[config.mk]
export PLATFORM = sky130hd
export DESIGN_NAME = perceptron_sample_loader
export DESIGN_NICKNAME = d
export VERILOG_FILES = /design/src/rtl/perceptron_pkg.sv /design/src/rtl/perceptron_strobe_sync.sv /design/src/rtl/perceptron_sample_loader.sv
export SDC_FILE = /design/constraint.sdc
export NUM_CORES = 1
export LEC_CHECK = 0
export ABC_AREA = 1
export BUFFER_PORTS_ARGS = -buffer_cell sky130_fd_sc_hd__buf_2
export CAP_MARGIN = 10
export CORE_UTILIZATION = 45
export CTS_BUF_LIST = sky130_fd_sc_hd__clkbuf_4 sky130_fd_sc_hd__clkbuf_8
export DETAILED_ROUTE_END_ITERATION = 8
export HOLD_SLACK_MARGIN = 0.15
export PLACE_DENSITY = 0.64
export SLEW_MARGIN = 20
export SYNTH_ARGS = -nofsm -noshare
export SYNTH_HDL_FRONTEND = slang
export SYNTH_SLANG_ARGS = --single-unit
[constraint.sdc]
create_clock -name clk -period 2.5 [get_ports clk]
set_clock_uncertainty 0.05 [all_clocks]
set_input_delay 0 -clock clk [delete_from_list [all_inputs] [get_ports clk]]
set_output_delay 0 -clock clk [all_outputs]
set_load 0.03 [all_outputs]
[src/rtl/perceptron_pkg.sv]
// Shared constants and state encoding for the perceptron sample loader.
package perceptron_pkg;

  localparam int unsigned FEAT_W  = 4;
  localparam int unsigned LBL_BIT = 0;
  localparam int unsigned EOE_BIT = 1;

  typedef enum logic [1:0] {
    IDLE,
    LOAD_FEAT,
    LOAD_LABEL,
    STREAM
  } state_e;

  // Features wider than one nibble clamp to all-ones.
  function automatic logic [FEAT_W-1:0] sat_feat(input logic [7:0] b);
    return (b[7:4] == 4'h0) ? b[FEAT_W-1:0] : '1;
  endfunction

endpackage

[src/rtl/perceptron_strobe_sync.sv]
// Two-flop synchroniser for the asynchronous host strobe, plus a one-cycle
// pulse on its synchronised rising edge.
module perceptron_strobe_sync (
  input  logic clk,
  input  logic rst,
  input  logic strobe_i,
  output logic pulse_o
);

  logic meta_q, sync_q, prev_q;

  always_ff @(posedge clk or posedge rst) begin
    if (rst) begin
      meta_q <= 1'b0;
      sync_q <= 1'b0;
      prev_q <= 1'b0;
    end else begin
      meta_q <= strobe_i;
      sync_q <= meta_q;
      prev_q <= sync_q;
    end
  end

  assign pulse_o = sync_q & ~prev_q;

endmodule

[src/rtl/perceptron_sample_loader.sv]
// Assembles host bytes into a small sample buffer and replays it to the
// perceptron core as a valid/ready stream for a fixed number of epochs.
module perceptron_sample_loader
  import perceptron_pkg::*;
#(
  parameter int unsigned INP_DIM  = 2,
  parameter int unsigned DEPTH    = 3,
  parameter int unsigned N_EPOCHS = 4
) (
  input  logic                        clk,
  input  logic                        rst,
  input  logic [7:0]                  in_data,
  input  logic                        in_strobe,
  input  logic                        clear,
  output logic                        s_valid,
  input  logic                        s_ready,
  output logic [INP_DIM*FEAT_W-1:0]   s_x,
  output logic                        s_y,
  output logic                        s_last,
  output logic                        busy,
  output logic                        done,
  output logic [$clog2(DEPTH+1)-1:0]  sample_cnt,
  output logic                        sat_flag
);

  localparam int unsigned XW = INP_DIM * FEAT_W;
  localparam int unsigned SW = XW + 1;
  localparam int unsigned CW = $clog2(DEPTH + 1);
  localparam int unsigned PW = (DEPTH > 1) ? $clog2(DEPTH) : 1;
  localparam int unsigned FW = (INP_DIM > 1) ? $clog2(INP_DIM) : 1;
  localparam int unsigned EW = (N_EPOCHS > 1) ? $clog2(N_EPOCHS) : 1;

  state_e          state_q, state_d;
  logic [FW-1:0]   feat_idx_q, feat_idx_d;
  logic [XW-1:0]   feat_q, feat_d;
  logic [PW-1:0]   wr_ptr_q, wr_ptr_d;
  logic [PW-1:0]   rd_ptr_q, rd_ptr_d;
  logic [CW-1:0]   cnt_q, cnt_d;
  logic [EW-1:0]   epoch_q, epoch_d;
  logic            done_q, done_d;
  logic            sat_q, sat_d;
  logic [SW-1:0]   sbuf_q [DEPTH];

  logic            byte_pulse;
  logic            feat_take;
  logic            wr_en;
  logic            at_last;
  logic [CW-1:0]   cnt_last;
  logic [SW-1:0]   rd_entry;

  perceptron_strobe_sync u_sync (
    .clk      (clk),
    .rst      (rst),
    .strobe_i (in_strobe),
    .pulse_o  (byte_pulse)
  );

  assign cnt_last = cnt_q - CW'(1);
  assign at_last  = (CW'(rd_ptr_q) == cnt_last);

  always_comb begin
    state_d    = state_q;
    feat_idx_d = feat_idx_q;
    feat_d     = feat_q;
    wr_ptr_d   = wr_ptr_q;
    rd_ptr_d   = rd_ptr_q;
    cnt_d      = cnt_q;
    epoch_d    = epoch_q;
    sat_d      = sat_q;
    done_d     = 1'b0;
    wr_en      = 1'b0;
    feat_take  = 1'b0;

    if (clear) begin
      state_d    = IDLE;
      feat_idx_d = '0;
      wr_ptr_d   = '0;
      rd_ptr_d   = '0;
      cnt_d      = '0;
      epoch_d    = '0;
      sat_d      = 1'b0;
    end else begin
      case (state_q)
        IDLE: begin
          // A retained, non-full buffer is discarded by the first new byte.
          if (byte_pulse && (cnt_q != CW'(DEPTH))) begin
            wr_ptr_d  = '0;
            cnt_d     = '0;
            feat_take = 1'b1;
          end
        end
        LOAD_FEAT: begin
          feat_take = byte_pulse;
        end
        LOAD_LABEL: begin
          if (byte_pulse) begin
            wr_en    = 1'b1;
            cnt_d    = cnt_q + CW'(1);
            wr_ptr_d = wr_ptr_q + PW'(1);
            if (in_data[EOE_BIT] || (cnt_d == CW'(DEPTH))) begin
              state_d  = STREAM;
              rd_ptr_d = '0;
              epoch_d  = '0;
            end else begin
              state_d = LOAD_FEAT;
            end
          end
        end
        STREAM: begin
          if (s_ready) begin
            if (at_last) begin
              rd_ptr_d = '0;
              if ((N_EPOCHS != 0) && (epoch_q == EW'(N_EPOCHS - 1))) begin
                state_d = IDLE;
                epoch_d = '0;
                done_d  = 1'b1;
              end else begin
                epoch_d = epoch_q + EW'(1);
              end
            end else begin
              rd_ptr_d = rd_ptr_q + PW'(1);
            end
          end
        end
        default: state_d = IDLE;
      endcase

      if (feat_take) begin
        feat_d[FEAT_W*feat_idx_q +: FEAT_W] = sat_feat(in_data);
        sat_d = sat_q | (in_data[7:4] != 4'h0);
        if (feat_idx_q == FW'(INP_DIM - 1)) begin
          feat_idx_d = '0;
          state_d    = LOAD_LABEL;
        end else begin
          feat_idx_d = feat_idx_q + FW'(1);
          state_d    = LOAD_FEAT;
        end
      end
    end
  end

  always_ff @(posedge clk or posedge rst) begin
    if (rst) begin
      state_q    <= IDLE;
      feat_idx_q <= '0;
      feat_q     <= '0;
      wr_ptr_q   <= '0;
      rd_ptr_q   <= '0;
      cnt_q      <= '0;
      epoch_q    <= '0;
      done_q     <= 1'b0;
      sat_q      <= 1'b0;
    end else begin
      state_q    <= state_d;
      feat_idx_q <= feat_idx_d;
      feat_q     <= feat_d;
      wr_ptr_q   <= wr_ptr_d;
      rd_ptr_q   <= rd_ptr_d;
      cnt_q      <= cnt_d;
      epoch_q    <= epoch_d;
      done_q     <= done_d;
      sat_q      <= sat_d;
    end
  end

  // Storage needs no reset: entries are only visible while streaming.
  always_ff @(posedge clk) begin
    if (wr_en) begin
      sbuf_q[wr_ptr_q] <= {in_data[LBL_BIT], feat_q};
    end
  end

  assign rd_entry   = sbuf_q[rd_ptr_q];
  assign s_valid    = (state_q == STREAM);
  assign s_x        = s_valid ? rd_entry[XW-1:0] : '0;
  assign s_y        = s_valid & rd_entry[XW];
  assign s_last     = s_valid & at_last;
  assign busy       = (state_q != IDLE);
  assign done       = done_q;
  assign sample_cnt = cnt_q;
  assign sat_flag   = sat_q;

endmodule

==> reports/summary.txt <==
GLOBAL ROUTE
-------------------------------------------------------------------------------------
First-pass GRT wire length                                                    7479 um
Global Route Usage Sum                                                         0.1872
Grt ovf                                                                             0
Maximum number of pins on one net before global-route repair                       25
Number of global-route vias before repair                                        1599
Number of antenna violations at the first check in global routing                   0

FLOORPLAN
-------------------------------------------------------------------------------------
Die area                                                                   5469 sq um
Core ar.                                                                   4848 sq um
Starting utilization of the core area                                          0.4805
Std-Cell Rows                                                                      25
Horizontal die dimension                                                     73.95 um
Top-Level Pins                                                                     29
Height of the chip                                                           73.95 um

POWER
-------------------------------------------------------------------------------------
Flop pwr share                                                                  0.500
Clock share of power                                                            0.212
Leakage component of the power                                               1.351 nW
Internal power                                                             0.001499 W
Gate power share                                                                0.288
Switching power as a share of total power                                      0.3561
Net Switching                                                             0.0008290 W
Power per Cell Area                                                      822.7 nW/um^2
IR drop worst, VDD                                                          0.4217 mV

FINISH
-------------------------------------------------------------------------------------
Count of nets after finishing                                                     302
Area delta synth->final                                                        21.48%
Final design area excluding fillers                                        2830 sq um
Footprint of the flip-flops and latches                                    1411 sq um
Multi-input combinational cell area                                       778.2 sq um
Fraction of final layout cells with drive strength greater than 1              0.2218
Antenna diode count                                                                 0
Filler Cells Inserted                                                             434

YOSYS
-------------------------------------------------------------------------------------
Net count after synthesis                                                         250
Main flop type after synthesis                                           sky130_fd_sc_hd__edfxtp_1
Synthesized instance count                                                        231
Share of Yosys cell area claimed by the top area cell type                     0.3480
Syn. warnings                                                                       0
Average cell area after synthesis                                         10.09 sq um
Cell Area, Synth                                                           2330 sq um
Post-synth top area cell                                                 sky130_fd_sc_hd__edfxtp_1
Largest cells by area after synthesis                                    sky130_fd_sc_hd__edfxtp_1 (35%), sky130_fd_sc_hd__dfrtp_1 (26%), sky130_fd_sc_hd__nand2_1 (9.0%)
Number of synthesized register bits                                                51
Post-synth EDFFs                                                                   27
Most frequent cells after synthesis                                      sky130_fd_sc_hd__nand2_1 (56), sky130_fd_sc_hd__edfxtp_1 (27), sky130_fd_sc_hd__inv_1 (27)
Proportion of synthesized flip-flops having asynchronous set or reset          0.4706
Library cell with the highest instance count after synthesis             sky130_fd_sc_hd__nand2_1
Post-synthesis cell type count                                                     26
Sequential element share of the synthesized area                               0.6058

PLACED DESIGN
-------------------------------------------------------------------------------------
Port Buffer Count                                                                  28
Final estimated routing congestion in global placement                         0.8562
HPWL Detailed                                                                 3059 um
Placement-stage cell area                                                  2556 sq um

MIN PATH
-------------------------------------------------------------------------------------
Worst-case hold path end point                                           u_sync.meta_q$_DFF_PP0_
Min-delay src                                                               in_strobe
Hold-critical path depth                                                            2
Type of the tightest min-delay check                                           in2reg

STA
-------------------------------------------------------------------------------------
Slew Limit Fails                                                                    0
Final clock period utilization by the worst path                               0.8419
Final Hold Vio Count                                                                0
Max_slew headroom                                                              0.3917
RSZ-0062 raised after global routing                                            false
Total negative slack for setup checks                                            0 ns
Count of endpoints failing setup in the final report                                0
Tightest hold margin                                                        0.2779 ns
Shortest clock period the worst path allows after layout                     2.105 ns
Slew at the pin closest to its max-slew limit                               0.9115 ns
Achievable frequency                                                        475.1 MHz

ROUTE
-------------------------------------------------------------------------------------
Vias per Instance                                                               4.789
Routed length on met3                                                          130 um
DR pass1 iterations                                                                 4
Top metal layer carrying routed signals                                          met4
Total Routed Length                                                           4430 um
Wire length on met2                                                           1873 um
Wire per inst                                                                12.62 um
Detailed-routing wirelength on met1                                           2301 um
Routed Antenna Nets                                                                 0
Starting DRT DRC Count                                                             96
Residual DRC                                                                        0
Detailed-route via count                                                         1681

CLOCKING
-------------------------------------------------------------------------------------
Clock network latency to the later pin of the worst-skew pair                 0.30 ns
# H-tree levels                                                                     2
Buffer cell driving the clock tree root                                  sky130_fd_sc_hd__clkbuf_8
Hold-fix buffers, CTS                                                              18
Clock-pin slew of the registers on the worst-case setup and hold paths        0.09 ns
Postcts setup bufs                                                                  0
Maximum clock insertion buffer count                                                2
TritonCTS Buffers                                                                   5
Clock Sink Count                                                                   51
Post-cts gate resize count                                                          0
Clock tree from TritonCTS                                                         yes

STATUS
-------------------------------------------------------------------------------------
Outcome                                                                  finished, final reports clean

SETUP PATH
-------------------------------------------------------------------------------------
Worst Setup SP                                                             in_data[6]
Required time at the worst-slack endpoint                                     2.64 ns
Kind of capture point of the worst setup path                                register
Number of cells traversed by the worst register-to-register path                    7
Most prevalent standard cell on the critical path                        sky130_fd_sc_hd__dlygate4sd3_1
Cell with the biggest individual delay on the critical path              sky130_fd_sc_hd__dlygate4sd3_1
Worst r2r dst                                                            sbuf_q[1][5]$_DFFE_PP_
Arr. time, crit path                                                          2.25 ns
Critical path cell sequence                                              dlygate4sd3_1 > buf_2 > nor2_1 > dlygate4sd3_1 > nand2_1 > dlygate4sd3_1 > nor2_1 > o21ai_0
Startpoint of the worst register-to-register path                        state_q[0]$_DFFE_PP0P_
Critical path start-end classification                                         in2reg
Setup slack of the worst register-to-register path                            0.48 ns
Crit start category                                                      primary input
Longest individual stage delay on the worst path                              0.63 ns
Highest net fanout along the worst path                                             4

RUN
-------------------------------------------------------------------------------------
Max-cap violations                                                                  0

-- flip-flops by register name, indices dropped and copies added (netlist names) --
register       flops
sat_flag           1
wr_ptr_q           2
u_sync.prev_q      1
done               1
feat_idx_q         1
rd_ptr_q           2
sbuf_q            27
epoch_q            2
state_q            2
u_sync.meta_q      1
feat_q             8
u_sync.sync_q      1
sample_cnt         2
-- worst max-delay path, delay by kind of cell --
family / cells / cell delay [ns]
AO/OA/AOI/OAI: 1 / 0.11
AND/OR/NAND/NOR: 3 / 0.33
buffers and inverters: 4 / 1.81
-- power by group through the flow --
| stage | Sequential, W | Clock (W) | Combinational [W] |
|---|---|---|---|
| 2_1_floorplan | 0.00116 | 0 | 0.000501 |
| 3_3_place_gp | 0.00118 | 0 | 0.000652 |
| 3_5_place_dp | 0.00118 | 0 | 0.000658 |
| 4_1_cts | 0.00117 | 0.000504 | 0.000679 |
| 5_1_grt | 0.00118 | 0.000537 | 0.000764 |
| 6_report | 0.00116 | 0.000493 | 0.000671 |
-- how the worst max path moves through the flow --
stage	cells after the start	end	slack (ns)
3_5_place_dp	7	sbuf_q[1][0]$_DFFE_PP_	0.45
6_report	8	feat_q[1]$_DFFE_PP0P_	0.40
3_3_place_gp	7	sbuf_q[1][0]$_DFFE_PP_	0.60
4_1_cts	8	feat_q[1]$_DFFE_PP0P_	0.40
2_1_floorplan	7	sbuf_q[0][0]$_DFFE_PP_	0.74
5_1_grt	8	feat_q[0]$_DFFE_PP0P_	0.27
-- cells by family after synthesis --
logic type	share of synthesized area
AO/OA/AOI/OAI	0.07035
buffers and inverters	0.06015
flip-flops	0.6058
XOR/XNOR	0.003760
AND/OR/NAND/NOR	0.2277
adder cells (fa/ha/maj)	0.03222
-- through the flow --
step | total power (W) | cells | setup WS [ns] | util
after floorplan | 0.001658 | 231 | 0.7352 | -
after CTS | 0.002347 | 351 | 0.4012 | 0.5837
final | 0.002328 | 351 | 0.3952 | 0.5837
after detailed placement | 0.001841 | 325 | 0.4547 | 0.5272
after global placement | 0.001828 | 325 | 0.6037 | 0.5272
after global routing | 0.002485 | 351 | 0.2651 | 0.5837
-- layer usage --
layer / up-vias / global-route usage
li1: 859 / -
met1: 777 / 0.2649
met2: 32 / 0.2667
met3: 13 / 0.04743
met4: 0 / 0.09829
met5: - / 0
-- cell usage in the layout, fill, tap and decap left out, types with 5 or more instances in the layout --
cell	netlist	final
sky130_fd_sc_hd__clkbuf_8	0	6
sky130_fd_sc_hd__inv_2	5	5
sky130_fd_sc_hd__o21ai_0	8	8
sky130_fd_sc_hd__buf_2	4	28
sky130_fd_sc_hd__ha_1	6	6
sky130_fd_sc_hd__nand2_2	8	8
sky130_fd_sc_hd__o21ai_1	7	7
sky130_fd_sc_hd__dfrtp_1	24	24
sky130_fd_sc_hd__nand2_1	56	56
sky130_fd_sc_hd__nand3_1	16	16
sky130_fd_sc_hd__o211ai_1	9	9
sky130_fd_sc_hd__edfxtp_1	27	27
sky130_fd_sc_hd__inv_1	27	27
sky130_fd_sc_hd__nor2_1	15	15
sky130_fd_sc_hd__dlygate4sd3_1	0	18
-- cell type report --
class                      count  share of cell area
timing repair buffer          49              0.1211
inverter                      32             0.04244
sequential                    51              0.4987
multi-input combinational    144              0.2750
clock inverter                 2            0.003979
clock buffer                   6             0.02918
tap                           67             0.02962
No activity file was read; power rests on OpenSTA's default activity.
